### src/rtl/cc_unit.sv
// Condition-code unit: NZP decode of the DR write value, a 3-bit CC register,
// a small LIFO of saved CC values for interrupt entry/return, and a registered BEN.
module cc_unit #(
    parameter int          DATA_W      = 16,
    parameter int          STACK_DEPTH = 4,
    parameter logic [2:0]  CC_RST      = 3'b010
) (
    input  logic                               clk,
    input  logic                               reset,
    input  logic [DATA_W-1:0]                  dr_value,
    input  logic                               ld_cc,
    input  logic                               cc_push,
    input  logic                               cc_pop,
    input  logic [2:0]                         ir_nzp,
    input  logic                               ld_ben,
    input  logic                               err_clr,
    output logic [2:0]                         cc,
    output logic                               ben,
    output logic [$clog2(STACK_DEPTH+1)-1:0]   stack_count,
    output logic                               stack_full,
    output logic                               stack_empty,
    output logic                               stack_err
);

    localparam int CNT_W = $clog2(STACK_DEPTH + 1);
    localparam int IDX_W = (STACK_DEPTH > 1) ? $clog2(STACK_DEPTH) : 1;

    function automatic logic [2:0] nzp_decode(input logic [DATA_W-1:0] val);
        logic [2:0] res;
        if (val == {DATA_W{1'b0}}) begin
            res = 3'b010;
        end else if (val[DATA_W-1]) begin
            res = 3'b100;
        end else begin
            res = 3'b001;
        end
        return res;
    endfunction

    logic [2:0]       cc_q, cc_d;
    logic             ben_q, ben_d;
    logic [CNT_W-1:0] count_q, count_d;
    logic             err_q, err_d;
    logic [2:0]       stack_q [STACK_DEPTH];

    logic             full_s, empty_s;
    logic             push_ok_s, pop_ok_s, err_ev_s;
    logic [CNT_W-1:0] top_cnt_s;
    logic [IDX_W-1:0] top_idx_s, wr_idx_s;
    logic [2:0]       top_val_s;

    assign full_s    = (count_q == CNT_W'(STACK_DEPTH));
    assign empty_s   = (count_q == {CNT_W{1'b0}});
    assign top_cnt_s = count_q - CNT_W'(1);
    assign top_idx_s = top_cnt_s[IDX_W-1:0];
    assign wr_idx_s  = count_q[IDX_W-1:0];
    assign top_val_s = stack_q[top_idx_s];

    // Simultaneous push and pop is treated as a conflict: neither happens.
    assign push_ok_s = cc_push & ~cc_pop & ~full_s;
    assign pop_ok_s  = cc_pop & ~cc_push & ~empty_s;
    assign err_ev_s  = (cc_push & cc_pop) | (cc_push & full_s) | (cc_pop & empty_s);

    // Next-state for CC, BEN, stack occupancy and the sticky error flag.
    always_comb begin
        cc_d    = cc_q;
        ben_d   = ben_q;
        count_d = count_q;
        err_d   = err_q;

        if (pop_ok_s) begin
            cc_d = top_val_s;
        end else if (ld_cc) begin
            cc_d = nzp_decode(dr_value);
        end else begin
            cc_d = cc_q;
        end

        if (push_ok_s) begin
            count_d = count_q + CNT_W'(1);
        end else if (pop_ok_s) begin
            count_d = top_cnt_s;
        end else begin
            count_d = count_q;
        end

        // A fresh error beats a clear in the same cycle.
        if (err_ev_s) begin
            err_d = 1'b1;
        end else if (err_clr) begin
            err_d = 1'b0;
        end else begin
            err_d = err_q;
        end

        // BEN always sees the pre-edge CC, even when CC changes this cycle.
        if (ld_ben) begin
            ben_d = |(ir_nzp & cc_q);
        end else begin
            ben_d = ben_q;
        end
    end

    // Control and status registers.
    always_ff @(posedge clk or posedge reset) begin
        if (reset) begin
            cc_q    <= CC_RST;
            ben_q   <= 1'b0;
            count_q <= {CNT_W{1'b0}};
            err_q   <= 1'b0;
        end else begin
            cc_q    <= cc_d;
            ben_q   <= ben_d;
            count_q <= count_d;
            err_q   <= err_d;
        end
    end

    // Saved-CC storage; the pre-edge CC is captured on a successful push.
    always_ff @(posedge clk or posedge reset) begin
        if (reset) begin
            for (int i = 0; i < STACK_DEPTH; i++) begin
                stack_q[i] <= 3'b000;
            end
        end else if (push_ok_s) begin
            stack_q[wr_idx_s] <= cc_q;
        end
    end

    assign cc          = cc_q;
    assign ben         = ben_q;
    assign stack_count = count_q;
    assign stack_full  = full_s;
    assign stack_empty = empty_s;
    assign stack_err   = err_q;

endmodule

### config.mk
export PLATFORM = sky130hd
export DESIGN_NAME = cc_unit
export DESIGN_NICKNAME = d
export VERILOG_FILES = /design/src/rtl/cc_unit.sv
export SDC_FILE = /design/constraint.sdc
export NUM_CORES = 1
export LEC_CHECK = 0
export ABC_AREA = 1
export CELL_PAD_IN_SITES_DETAIL_PLACEMENT = 1
export CELL_PAD_IN_SITES_GLOBAL_PLACEMENT = 1
export CORE_ASPECT_RATIO = 1.5
export CORE_MARGIN = 2
export CORE_UTILIZATION = 47
export DETAILED_ROUTE_END_ITERATION = 10
export DONT_BUFFER_PORTS = 1
export GPL_TIMING_DRIVEN = 0
export PLACE_DENSITY_LB_ADDON = 0.15
export SYNTH_ARGS = -nofsm -noshare
export SYNTH_HDL_FRONTEND = slang
export SYNTH_SLANG_ARGS = --single-unit
### constraint.sdc
create_clock -name clk -period 4.9 [get_ports clk]
set_clock_uncertainty 0.05 [all_clocks]
set_input_delay 0.735 -clock clk [delete_from_list [all_inputs] [get_ports clk]]
set_output_delay 0.735 -clock clk [all_outputs]
set_load 0.01 [all_outputs]
Word-level counts from Yosys, hierarchy flattened. Index checks and enable logic that the tools add are counted.

Logic and storage cells: 51. Output and inout bits: 10. RAM bits: 0. Memories kept: 0. Latch bits: 0. Memory bits (read-only): 0. Register bits after elaboration: 20. Bits of input ports: 26.

Order comparisons: 3. Div/mod/pow operators: 0. Shift operators: 0. Muxes and demuxes: 14. Reduce and logical (&&, ||, !) cells: 7. Bitwise operators: 16. $add $sub $neg: 2. Eq/ne operators: 1. $mul: 0.

Operators with widths (number): $mux 3 (9); $logic_not 16->1 (1); $bwmux 12 (1); $and 1x1->1 (7); $bmux 3 s2 (1); $demux 3 s2 (1); $ge 3x3->1 const B (2); $not 2->3 (2); $reduce_bool 2->1 (3); $not 1->1 (4); $add 3x1->3 const B (1); $and 3x3->3 (1); $eq 3x3->1 const B (1); $logic_not 3->1 (1); $lt 3x1->1 const B (1); $reduce_or 3->1 (1); $sub 3x1->3 const B (1); $mux 1 (2); $or 1x1->1 (2); $logic_and 1x1->1 (1).

Logic depth before layout (Yosys ltp). Gate-level depths: netlist of the first run.

Depth in word-level cells: 6. Mapped depth: 10. Mapped depth without buffers: 9.

Worst setup path after synthesis of the first run. OpenSTA, ideal clock, no wires.

Path kind: reg-to-output. Start point: register count_q[0], in the netlist stack_count[0]. End point: output stack_full. Setup slack: 2910 ps. Arrival: 1205 ps. Cell stages (with the launch flop): 6. Data required time: 4115 ps. Buffers on the path: 1. Cell sequence: dfrtp_1 > buf_2 > inv_2 > ha_1 > nand2_2 > inv_1.

Word-level cells in the longest chain between the ends: 1.

Ends and longest elaborated chain: start, declared (RTL line 42) `logic [CNT_W-1:0] count_q, count_d;`; start signal, assigned (RTL line 109) `count_q <= {CNT_W{1'b0}};`; start signal, assigned (RTL line 114) `count_q <= count_d;`; $eq 3x3->1 (RTL line 52) `assign full_s = (count_q == CNT_W'(STACK_DEPTH));`; end, declared (RTL line 20) `output logic stack_full,`.

No other way between the ends.

Worst setup path after layout of the first run. Same ends and word-level chain as after synthesis.

==> results of run 1 <==
power groups by stage:
stage               clock network, mW  logic [mW]  registers (mW)
detailed placement                  0       0.345           0.316
global placement                    0       0.329           0.314
CTS                             0.138       0.348           0.314
floorplan                           0       0.284           0.297
global route                    0.148       0.391           0.324
finish                          0.135       0.340           0.311
cell usage in the layout, fill, tap and decap left out, types with 2 or more instances in the layout:
cell type  instances
nand2_2            3
ha_1               5
nor2_4             4
nor2_1            11
clkbuf_4           3
nand2_1           46
o21ai_1           12
nand3_1           16
inv_1             14
nand2_4            4
xor2_1             3
dfrtp_1           19
inv_2              2
logic make-up (layout without fill, tap and decap cells):
family / after synthesis / count (layout) / share of synthesized area [%]
compound gates: 15 / 15 / 6.744
xor+xnor: 3 / 3 / 2.213
fa+ha+maj: 5 / 5 / 5.269
buf+inv: 20 / 24 / 7.271
flops: 20 / 20 / 42.26
simple gates: 86 / 86 / 36.25
through the flow:
stage | power [mW] | std cells | instance area (um2)
finish | 0.7865 | 177 | 1270
global route | 0.8640 | 177 | 1270
CTS | 0.7999 | 177 | 1270
detailed placement | 0.6615 | 173 | 1217
global placement | 0.6430 | 173 | 1217
floorplan | 0.5814 | 149 | 1187
cell type report:
class,instances,share of cell area [%]
clock buffer,3,1.773
sequential,20,39.51
inverter,18,5.517
tap,24,2.365
buffer,2,1.281
multi-input combinational,109,47.19
clock inverter,1,2.365
worst paths after layout:
check,startpoint,end,cells past startpoint
min,reset,stack_count[0]$_DFFE_PP0P_,1
max in group asynchronous,reset,cc[2]$_DFFE_PP0P_,1
max reg2reg,stack_count[0]$_DFFE_PP0P_,cc[0]$_DFFE_PP0P_,10
min in group clk,stack_q[10]$_DFFE_PP0P_,stack_q[10]$_DFFE_PP0P_,2
min reg2reg,stack_q[10]$_DFFE_PP0P_,stack_q[10]$_DFFE_PP0P_,2
max,stack_count[0]$_DFFE_PP0P_,stack_full,5
per-layer routing:
layer / part of all wire, % / wire, um / up-vias / GRT usage, %
li1: - / - / 477 / -
met1: 37 / 961 / 466 / 25.00
met2: 59 / 1504 / 14 / 35.00
met3: 2.5 / 65 / 5 / 1.923
met4: 1.5 / 38 / 0 / 6.985
met5: 0 / 0 / - / 0
critical path: cells and delay by family (launching register included):
family | cells | cell delay (ps)
and+or+nand+nor | 1 | 120
DFF | 1 | 470
buffers and inverters | 3 | 480
adders and majority gates | 1 | 310
sequential cells by signal (all words and copies together) (netlist names):
signal	cells
ben	1
cc	3
stack_count	3
stack_err	1
stack_q	12
==> impl_metrics.py, run 1 <==
metrics = {
    "run_status": {
        "outcome": "complete, no violations",
    },
    "floorplan": {
        "io_pins": 36,
        "dieWidth_um": 45.04,
        "dieArea_mm2": 0.002953,
        "initial_utilization_pct": 49.02,
        "fp.coreArea_mm2": 0.002422,
        "die_y_um": 65.56,
        "num_rows": 22,
    },
    "logic_synthesis": {
        "synth_edf_count": 0,
        "synth_top_area_share_pct": 40.04,
        "synth.most_common_cell": "nand2_1",
        "async_flop_share_pct": 100.0,
        "synth.largest_area_cell": "dfrtp_1",
        "ys_types": 22,
        "ys.flop_type": "dfrtp_1",
        "ys_warn_count": 0,
        "netlist_area_mm2": 0.001187,
        "syn-num-nets": 180,
        "syn_inst": 149,
        "seq_area_frac_synth_pct": 42.26,
        "syn_area_per_cell_um2": 7.969,
        "yosys-top-cells-count": "nand2_1 (46), dfrtp_1 (19), nand3_1 (16), inv_1 (14), o21ai_1 (12)",
        "synth-seq-cells": 20,
        "synthTopCellsByArea": "dfrtp_1 (40%), nand2_1 (15%), nand3_1 (6.7%)",
    },
    "clock_network": {
        "cts_max_level": 1,
        "cts-resized-gates": 0,
        "cts.path.max_buffers": 2,
        "clk_latency_ps": 310,
        "clk_root_buffer_cell": "clkbuf_4",
        "cts_hold_buf": 0,
        "numClockSinks": 20,
        "postCtsSetupBuffers": 0,
        "path_clk_slew_ps": 120,
        "cts_tree": "built",
        "cts_buffers": 3,
    },
    "timing": {
        "fin_crit_sh_pct": 50.40,
        "slew_violations": 0,
        "rsz0062_at_grt": "false",
        "tns_ps": 0,
        "finalHoldWorstSlack_ps": 381.2,
        "tightestPinTransition_ps": 752.4,
        "finalSetupViolCount": 0,
        "max_slew_margin_pct": 49.78,
        "fmax_mhz": 404.9,
        "fin_crit_ps": 2470,
        "hold_viol_final": 0,
        "fin_ws_ps": 2430,
    },
    "power": {
        "power_density_mw_per_mm2": 619.3,
        "internal_power_mw": 0.4473,
        "p_clk_share_pct": 17.2,
        "comb_power_share_pct": 43.2,
        "switching_share_pct": 43.13,
        "switching_power_mw": 0.3392,
        "vdd_drop_max_mv": 0.2990,
        "p_seq_share_pct": 39.6,
        "power.leakage_nw": 0.6473,
    },
    "routing": {
        "drc_errors": 0,
        "vias_per_cell": 5.435,
        "ant_nets": 0,
        "num_vias": 962,
        "drt_iter0_markers": 7,
        "avgRoutedWirePerCell_um": 14.51,
        "totalWireLength_um": 2569,
        "drtPass1Iterations": 6,
    },
    "worst_setup_path": {
        "worstPathMaxFanout": 9,
        "cp-end-kind": "output pin",
        "cp_data_arrival_time_ps": 1680,
        "required_ps": 4120,
        "critical_path.cell_chain": "buf_2 -> inv_2 -> ha_1 -> nand2_2 -> inv_1",
        "crit_type": "register to output pin",
        "cpMaxStageDelayCell": "dfrtp_1",
        "r2r_setup_slack_ps": 3030,
        "worstSetupStartpointType": "register",
        "critical-path-max-stage-delay_ps": 470,
    },
    "global_route": {
        "grt_pass1_vias": 1046,
        "antenna_found_initial": 0,
        "grt-ovfl-total": 0,
        "grt_start_max_net_pins": 21,
        "grt_pass1_wl_um": 4388,
        "track_usage_pct": 20.11,
    },
    "finish": {
        "multi_input_area_um2": 599.3,
        "synthToLayoutAreaGrowth_pct": 6.955,
        "fin_util_pct": 52.43,
        "drive_gt1_share_pct": 15.03,
        "nNetsFinal": 185,
        "n_fill_cell": 305,
        "n_antenna_cell": 0,
        "seq_area_um2": 501.7,
    },
    "flow_run": {
        "drv_cap": 0,
    },
    "placement": {
        "place_ws_ps": 2762,
        "gp_congestion": 0.7594,
        "io_buffer_count": 0,
        "dp_hpwl_um": 2141,
    },
    "hold_path": {
        "hp-class": "input pin to async pin",
    },
}
Note: power is estimated with default switching activity, not from simulation.
==> run 2, diff against run 1 <==
--- a/config.mk
+++ b/config.mk
@@ -10,7 +10,7 @@
 export CELL_PAD_IN_SITES_GLOBAL_PLACEMENT = 1
 export CORE_ASPECT_RATIO = 1.5
 export CORE_MARGIN = 2
-export CORE_UTILIZATION = 47
+export CORE_UTILIZATION = 44
 export DETAILED_ROUTE_END_ITERATION = 10
 export DONT_BUFFER_PORTS = 1
 export GPL_TIMING_DRIVEN = 0
==> constraint.sdc (replaced) <==
create_clock -name clk -period 2.3 [get_ports clk]
set_clock_uncertainty 0.05 [all_clocks]
set_input_delay 0.345 -clock clk [delete_from_list [all_inputs] [get_ports clk]]
set_output_delay 0.345 -clock clk [all_outputs]
set_load 0.01 [all_outputs]
==> run 2 against run 1 <==
Net effect:
- critical path depth is the same
- total power grew 110%
- via count grew 0.21%
- critical path type unchanged
- critical endpoint unchanged
- largest cell class unchanged
==> impl_metrics.py, run 2 (synthesized netlist as in run 1, its figures left out) <==
metrics = {
    "timing": {
        "rsz0062_at_grt": "false",
        "tns_ps": 0,
        "slew_violations": 0,
        "hold_viol_final": 0,
        "tightestPinTransition_ps": 786.3,
        "finalSetupViolCount": 0,
        "fin_crit_sh_pct": 89.41,
        "fin_crit_ps": 2056,
        "fmax_mhz": 486.3,
        "max_slew_margin_pct": 47.52,
    },
    "power": {
        "power.leakage_nw": 0.6482,
        "vdd_drop_max_mv": 0.5044,
        "comb_power_share_pct": 44.2,
        "power_density_mw_per_mm2": 1300,
        "switching_share_pct": 44.37,
        "internal_power_mw": 0.9318,
        "switching_power_mw": 0.7433,
        "p_clk_share_pct": 16.2,
        "p_seq_share_pct": 39.6,
        "power.total_mw": 1.675,
    },
    "placement": {
        "place_inst": 186,
        "placed_area_mm2": 0.001234,
        "io_buffer_count": 0,
        "dp_hpwl_um": 2206,
        "gp_congestion": 0.7504,
    },
    "worst_setup_path": {
        "cp_top_family": "buffers and inverters",
        "cp_num_cells": 5,
        "critical-path-max-stage-delay_ps": 460,
        "worstSetupStartpointType": "register",
        "cpMaxStageDelayCell": "dfrtp_1",
        "cp-end-kind": "output pin",
        "worstPathMaxFanout": 9,
        "crit_type": "register to output pin",
        "critical_path.cell_chain": "buf_2 -> inv_2 -> ha_1 -> nand2_2 -> inv_1",
        "startpoint": "stack_count[0]$_DFFE_PP0P_",
        "required_ps": 1900,
        "r2r_setup_slack_ps": 410,
        "worstReg2RegStart": "stack_count[0]$_DFFE_PP0P_",
        "cp_num_buf_inv": 3,
        "r2r-end": "stack_q[2]$_DFFE_PP0P_",
        "critPathCapture": "stack_full",
        "worst_r2r_path_depth": 9,
        "cp_data_arrival_time_ps": 1660,
    },
    "clock_network": {
        "cts.path.max_buffers": 2,
        "cts_max_level": 1,
        "clk_root_buffer_cell": "clkbuf_8",
        "path_clk_slew_ps": 80,
        "cts-resized-gates": 0,
        "cts_hold_buf": 0,
        "clk_latency_ps": 260,
        "postCtsSetupBuffers": 0,
        "numClockSinks": 20,
        "cts_buffers": 3,
        "cts_tree": "built",
    },
    "global_route": {
        "grt_pass1_wl_um": 4429,
        "antenna_found_initial": 0,
        "grt_start_max_net_pins": 21,
        "grt_pass1_vias": 1021,
        "track_usage_pct": 19.70,
        "grt-ovfl-total": 0,
    },
    "finish": {
        "largest_register_ffs": 12,
        "drive_gt1_share_pct": 15.03,
        "final_cells": 190,
        "top_register": "stack_q",
        "nNetsFinal": 185,
        "final_common_cell": "nand2_1",
        "stdcell_area_mm2": 0.001289,
        "n_antenna_cell": 0,
        "synthToLayoutAreaGrowth_pct": 8.536,
        "layout_common_cells": "nand2_1 (46), dfrtp_1 (19), nand3_1 (16), inv_1 (14), o21ai_1 (12)",
    },
    "routing": {
        "route.met2.wl_um": 1603,
        "m1WireLength_um": 1018,
        "avgRoutedWirePerCell_um": 14.37,
        "dr_wl_met3_um": 63,
        "vias_per_cell": 5.074,
        "top_layer": "met4",
        "totalWireLength_um": 2730,
        "ant_nets": 0,
        "num_vias": 964,
        "drt_iter0_markers": 12,
        "drc_errors": 0,
        "drtPass1Iterations": 3,
    },
    "floorplan": {
        "initial_utilization_pct": 45.34,
        "io_pins": 36,
        "fp.coreArea_mm2": 0.002619,
        "dieWidth_um": 46.42,
        "die_y_um": 67.63,
        "dieArea_mm2": 0.003139,
        "num_rows": 23,
    },
    "hold_path": {
        "hp-class": "input pin to async pin",
    },
    "run_status": {
        "outcome": "complete, no violations",
    },
    "flow_run": {
        "drv_cap": 0,
    },
}
==> run 2: per-stage QoR <==
step / hold slack [ps] / util (%) / setup WS, ps
final: 65.76 / 49.21 / 243.6
after global routing: 127.3 / 49.21 / 155.0
after CTS: 99.57 / 49.21 / 218.7
after detailed placement: 383.6 / 47.11 / 390.5
after global placement: 363.6 / 47.11 / 450.2
after floorplan: 258.1 / - / 664.9
==> run 2: cell type report <==
class	count	area (um2)
buffer	2	16.27
clock buffer	4	55.05
fill	326	1330
inverter	18	70.07
multi-input combinational	109	599.3
sequential	20	501.7
tap	37	46.29
==> run 2: worst min-delay path by stage <==
stage	start	cells after the start	to	slack [ps]
after floorplan	reset	1	ben$_DFFE_PP0P_	260
after global placement	reset	1	stack_count[0]$_DFFE_PP0P_	360
after detailed placement	reset	1	stack_q[8]$_DFFE_PP0P_	380
after CTS	reset	1	stack_q[9]$_DFFE_PP0P_	100
after global routing	err_clr	1	stack_err$_DFFE_PP0P_	130
final	reset	1	stack_count[0]$_DFFE_PP0P_	70
==> run 2: power by group through the flow <==
stage | Combinational, mW | Clock [mW] | Sequential (mW)
after CTS | 0.757 | 0.275 | 0.666
after detailed placement | 0.752 | 0 | 0.671
after floorplan | 0.606 | 0 | 0.633
final | 0.740 | 0.271 | 0.663
after global placement | 0.707 | 0 | 0.666
after global routing | 0.847 | 0.293 | 0.691
==> run 2: metal layers <==
layer	vias up	track usage, %
met5	-	0
met4	0	9.286
met3	4	2.674
met2	13	35.59
met1	473	21.59
li1	474	-
==> run 3, diff against run 2 <==
--- a/config.mk
+++ b/config.mk
@@ -6,6 +6,7 @@
 export NUM_CORES = 1
 export LEC_CHECK = 0
 export ABC_AREA = 1
+export CAP_MARGIN = 20
 export CELL_PAD_IN_SITES_DETAIL_PLACEMENT = 1
 export CELL_PAD_IN_SITES_GLOBAL_PLACEMENT = 1
 export CORE_ASPECT_RATIO = 1.5
==> constraint.sdc (replaced) <==
create_clock -name clk -period 2.3 [get_ports clk]
set_clock_uncertainty 0.05 [all_clocks]
set_input_delay 0.23 -clock clk [delete_from_list [all_inputs] [get_ports clk]]
set_output_delay 0.23 -clock clk [all_outputs]
set_load 0.01 [all_outputs]
==> run 3 against run 2 <==
Net effect:
- maximum frequency rose by 5.9%
- sequential power barely moved
- setup slack improved by 120 ps
- first-iteration DRC count did not move
- hold slack got worse by 59 ps
- largest cell class unchanged
==> impl_metrics.py, run 3 (synthesized netlist as in run 1, its figures left out) <==
metrics = {
    "clock_network": {
        "cts_max_level": 1,
        "cts_tree": "built",
        "cts-resized-gates": 0,
        "path_clk_slew_ps": 80,
        "clk_root_buffer_cell": "clkbuf_8",
        "numClockSinks": 20,
        "postCtsSetupBuffers": 0,
        "cts_buffers": 3,
        "clk_latency_ps": 260,
        "cts.path.max_buffers": 2,
    },
    "worst_setup_path": {
        "r2r-end": "stack_q[2]$_DFFE_PP0P_",
        "cp_data_arrival_time_ps": 1660,
        "r2r_setup_slack_ps": 410,
        "cpMaxStageDelayCell": "dfrtp_1",
        "worstSetupStartpointType": "register",
        "crit_type": "register to output pin",
        "critical-path-max-stage-delay_ps": 450,
        "worstReg2RegStart": "stack_count[0]$_DFFE_PP0P_",
        "worstPathMaxFanout": 9,
        "cp-end-kind": "output pin",
        "worst_r2r_path_depth": 9,
        "required_ps": 2020,
        "critical_path.cell_chain": "buf_2 -> inv_2 -> ha_1 -> nand2_2 -> inv_1",
    },
    "routing": {
        "drc_errors": 0,
        "ant_nets": 0,
        "vias_per_cell": 5.042,
        "drt_iter0_markers": 12,
        "totalWireLength_um": 2728,
        "num_vias": 963,
        "drtPass1Iterations": 3,
        "avgRoutedWirePerCell_um": 14.28,
    },
    "floorplan": {
        "fp.coreArea_mm2": 0.002619,
        "io_pins": 36,
        "dieArea_mm2": 0.003139,
        "initial_utilization_pct": 45.34,
        "die_y_um": 67.63,
        "num_rows": 23,
        "dieWidth_um": 46.42,
    },
    "timing": {
        "finalHoldWorstSlack_ps": 6.982,
        "fmax_mhz": 515.2,
        "tightestPinTransition_ps": 789.4,
        "fin_crit_ps": 1941,
        "fin_ws_ps": 358.9,
        "max_slew_margin_pct": 47.31,
        "tns_ps": 0,
        "hold_viol_final": 0,
        "slew_violations": 0,
        "rsz0062_at_grt": "false",
        "finalSetupViolCount": 0,
        "fin_crit_sh_pct": 84.40,
    },
    "power": {
        "comb_power_share_pct": 44.2,
        "switching_power_mw": 0.7427,
        "p_clk_share_pct": 16.2,
        "power_density_mw_per_mm2": 1290,
        "vdd_drop_max_mv": 0.5044,
        "p_seq_share_pct": 39.6,
        "internal_power_mw": 0.9329,
        "switching_share_pct": 44.33,
        "power.leakage_nw": 0.6523,
    },
    "global_route": {
        "grt_start_max_net_pins": 21,
        "met1_usage_pct": 21.59,
        "grt-ovfl-total": 0,
        "grt_use_met2_pct": 35.59,
        "antenna_found_initial": 0,
        "track_usage_pct": 19.70,
        "gr-max-usage-layer": "met2",
        "grt_pass1_vias": 1023,
        "grt_pass1_wl_um": 4429,
        "grt_use_met3_pct": 2.674,
    },
    "placement": {
        "gp_congestion": 0.7504,
        "dp_hpwl_um": 2206,
        "io_buffer_count": 0,
        "place_ws_ps": 390.5,
        "place_inst": 186,
    },
    "hold_path": {
        "hold_depth": 1,
        "min_from": "err_clr",
        "min_to": "stack_err$_DFFE_PP0P_",
        "hp-class": "input pin to register",
    },
    "finish": {
        "synthToLayoutAreaGrowth_pct": 9.379,
        "layout_common_cells": "nand2_1 (46), dfrtp_1 (19), nand3_1 (16), inv_1 (14), o21ai_1 (12)",
        "nNetsFinal": 186,
        "n_antenna_cell": 0,
        "final_common_cell": "nand2_1",
        "top_register": "stack_q",
        "n_fill_cell": 325,
        "final_cells": 191,
        "largest_register_ffs": 12,
        "drive_gt1_share_pct": 14.94,
    },
    "flow_run": {
        "drv_cap": 0,
    },
    "run_status": {
        "outcome": "complete, no violations",
    },
}
run 3: how the worst max path moves through the flow:
stage / start / end / slack, ps / cells past startpoint
6_report: stack_count[0]$_DFFE_PP0P_ / stack_full / 360 / 5
5_1_grt: stack_count[0]$_DFFE_PP0P_ / cc[0]$_DFFE_PP0P_ / 260 / 10
4_1_cts: stack_count[0]$_DFFE_PP0P_ / stack_full / 330 / 5
3_5_place_dp: stack_count[0]$_DFFE_PP0P_ / stack_q[6]$_DFFE_PP0P_ / 390 / 9
3_3_place_gp: stack_count[0]$_DFFE_PP0P_ / cc[0]$_DFFE_PP0P_ / 450 / 10
2_1_floorplan: stack_count[0]$_DFFE_PP0P_ / cc[0]$_DFFE_PP0P_ / 660 / 10
run 3: critical path, delay by kind of cell (launching register included):
family	cells	cell delay (ps)
fa+ha+maj	1	320
buf+inv	3	510
flops	1	450
simple gates	1	120
run 3: layout make-up:
| cell class | instances | area, um2 | share of cell area (%) |
|---|---|---|---|
| inverters | 18 | 70.07 | 5.395 |
| well taps | 37 | 46.29 | 3.565 |
| plain buffers | 2 | 16.27 | 1.252 |
| multi-input cells | 109 | 599.3 | 46.15 |
| flip-flops and latches | 20 | 501.7 | 38.63 |
| repair buffers | 1 | 10.01 | 0.7707 |
| clock buffers | 4 | 55.05 | 4.239 |
run 3: timing repair:
action / CTS / global route
hold buffers: 1 / 0
endpoints found under the hold margin: 19 / 0
endpoints found under the setup margin: 0 / 0
run 3: power groups by stage:
stage                     clock network (mW)  registers (mW)  logic (mW)
after floorplan                            0           0.633       0.606
after global placement                     0           0.666       0.707
after detailed placement                   0           0.671       0.752
after CTS                              0.275           0.666       0.758
after global routing                   0.293           0.691       0.848
final                                  0.271           0.663       0.741
run 3: metrics by stage:
| step | utilization (%) | cell area, um2 | power, mW |
|---|---|---|---|
| global route | 49.59 | 1299 | 1.832 |
| global placement | 47.11 | 1234 | 1.373 |
| finish | 49.59 | 1299 | 1.676 |
| detailed placement | 47.11 | 1234 | 1.423 |
| CTS | 49.59 | 1299 | 1.699 |
| floorplan | - | 1187 | 1.239 |
run 3: routing by layer:
metal,vias up,part of all wire (%),wire length [um]
li1,476,-,-
met1,470,37,1018
met2,13,59,1601
met3,4,2.3,63
met4,0,1.6,44
met5,-,0,0
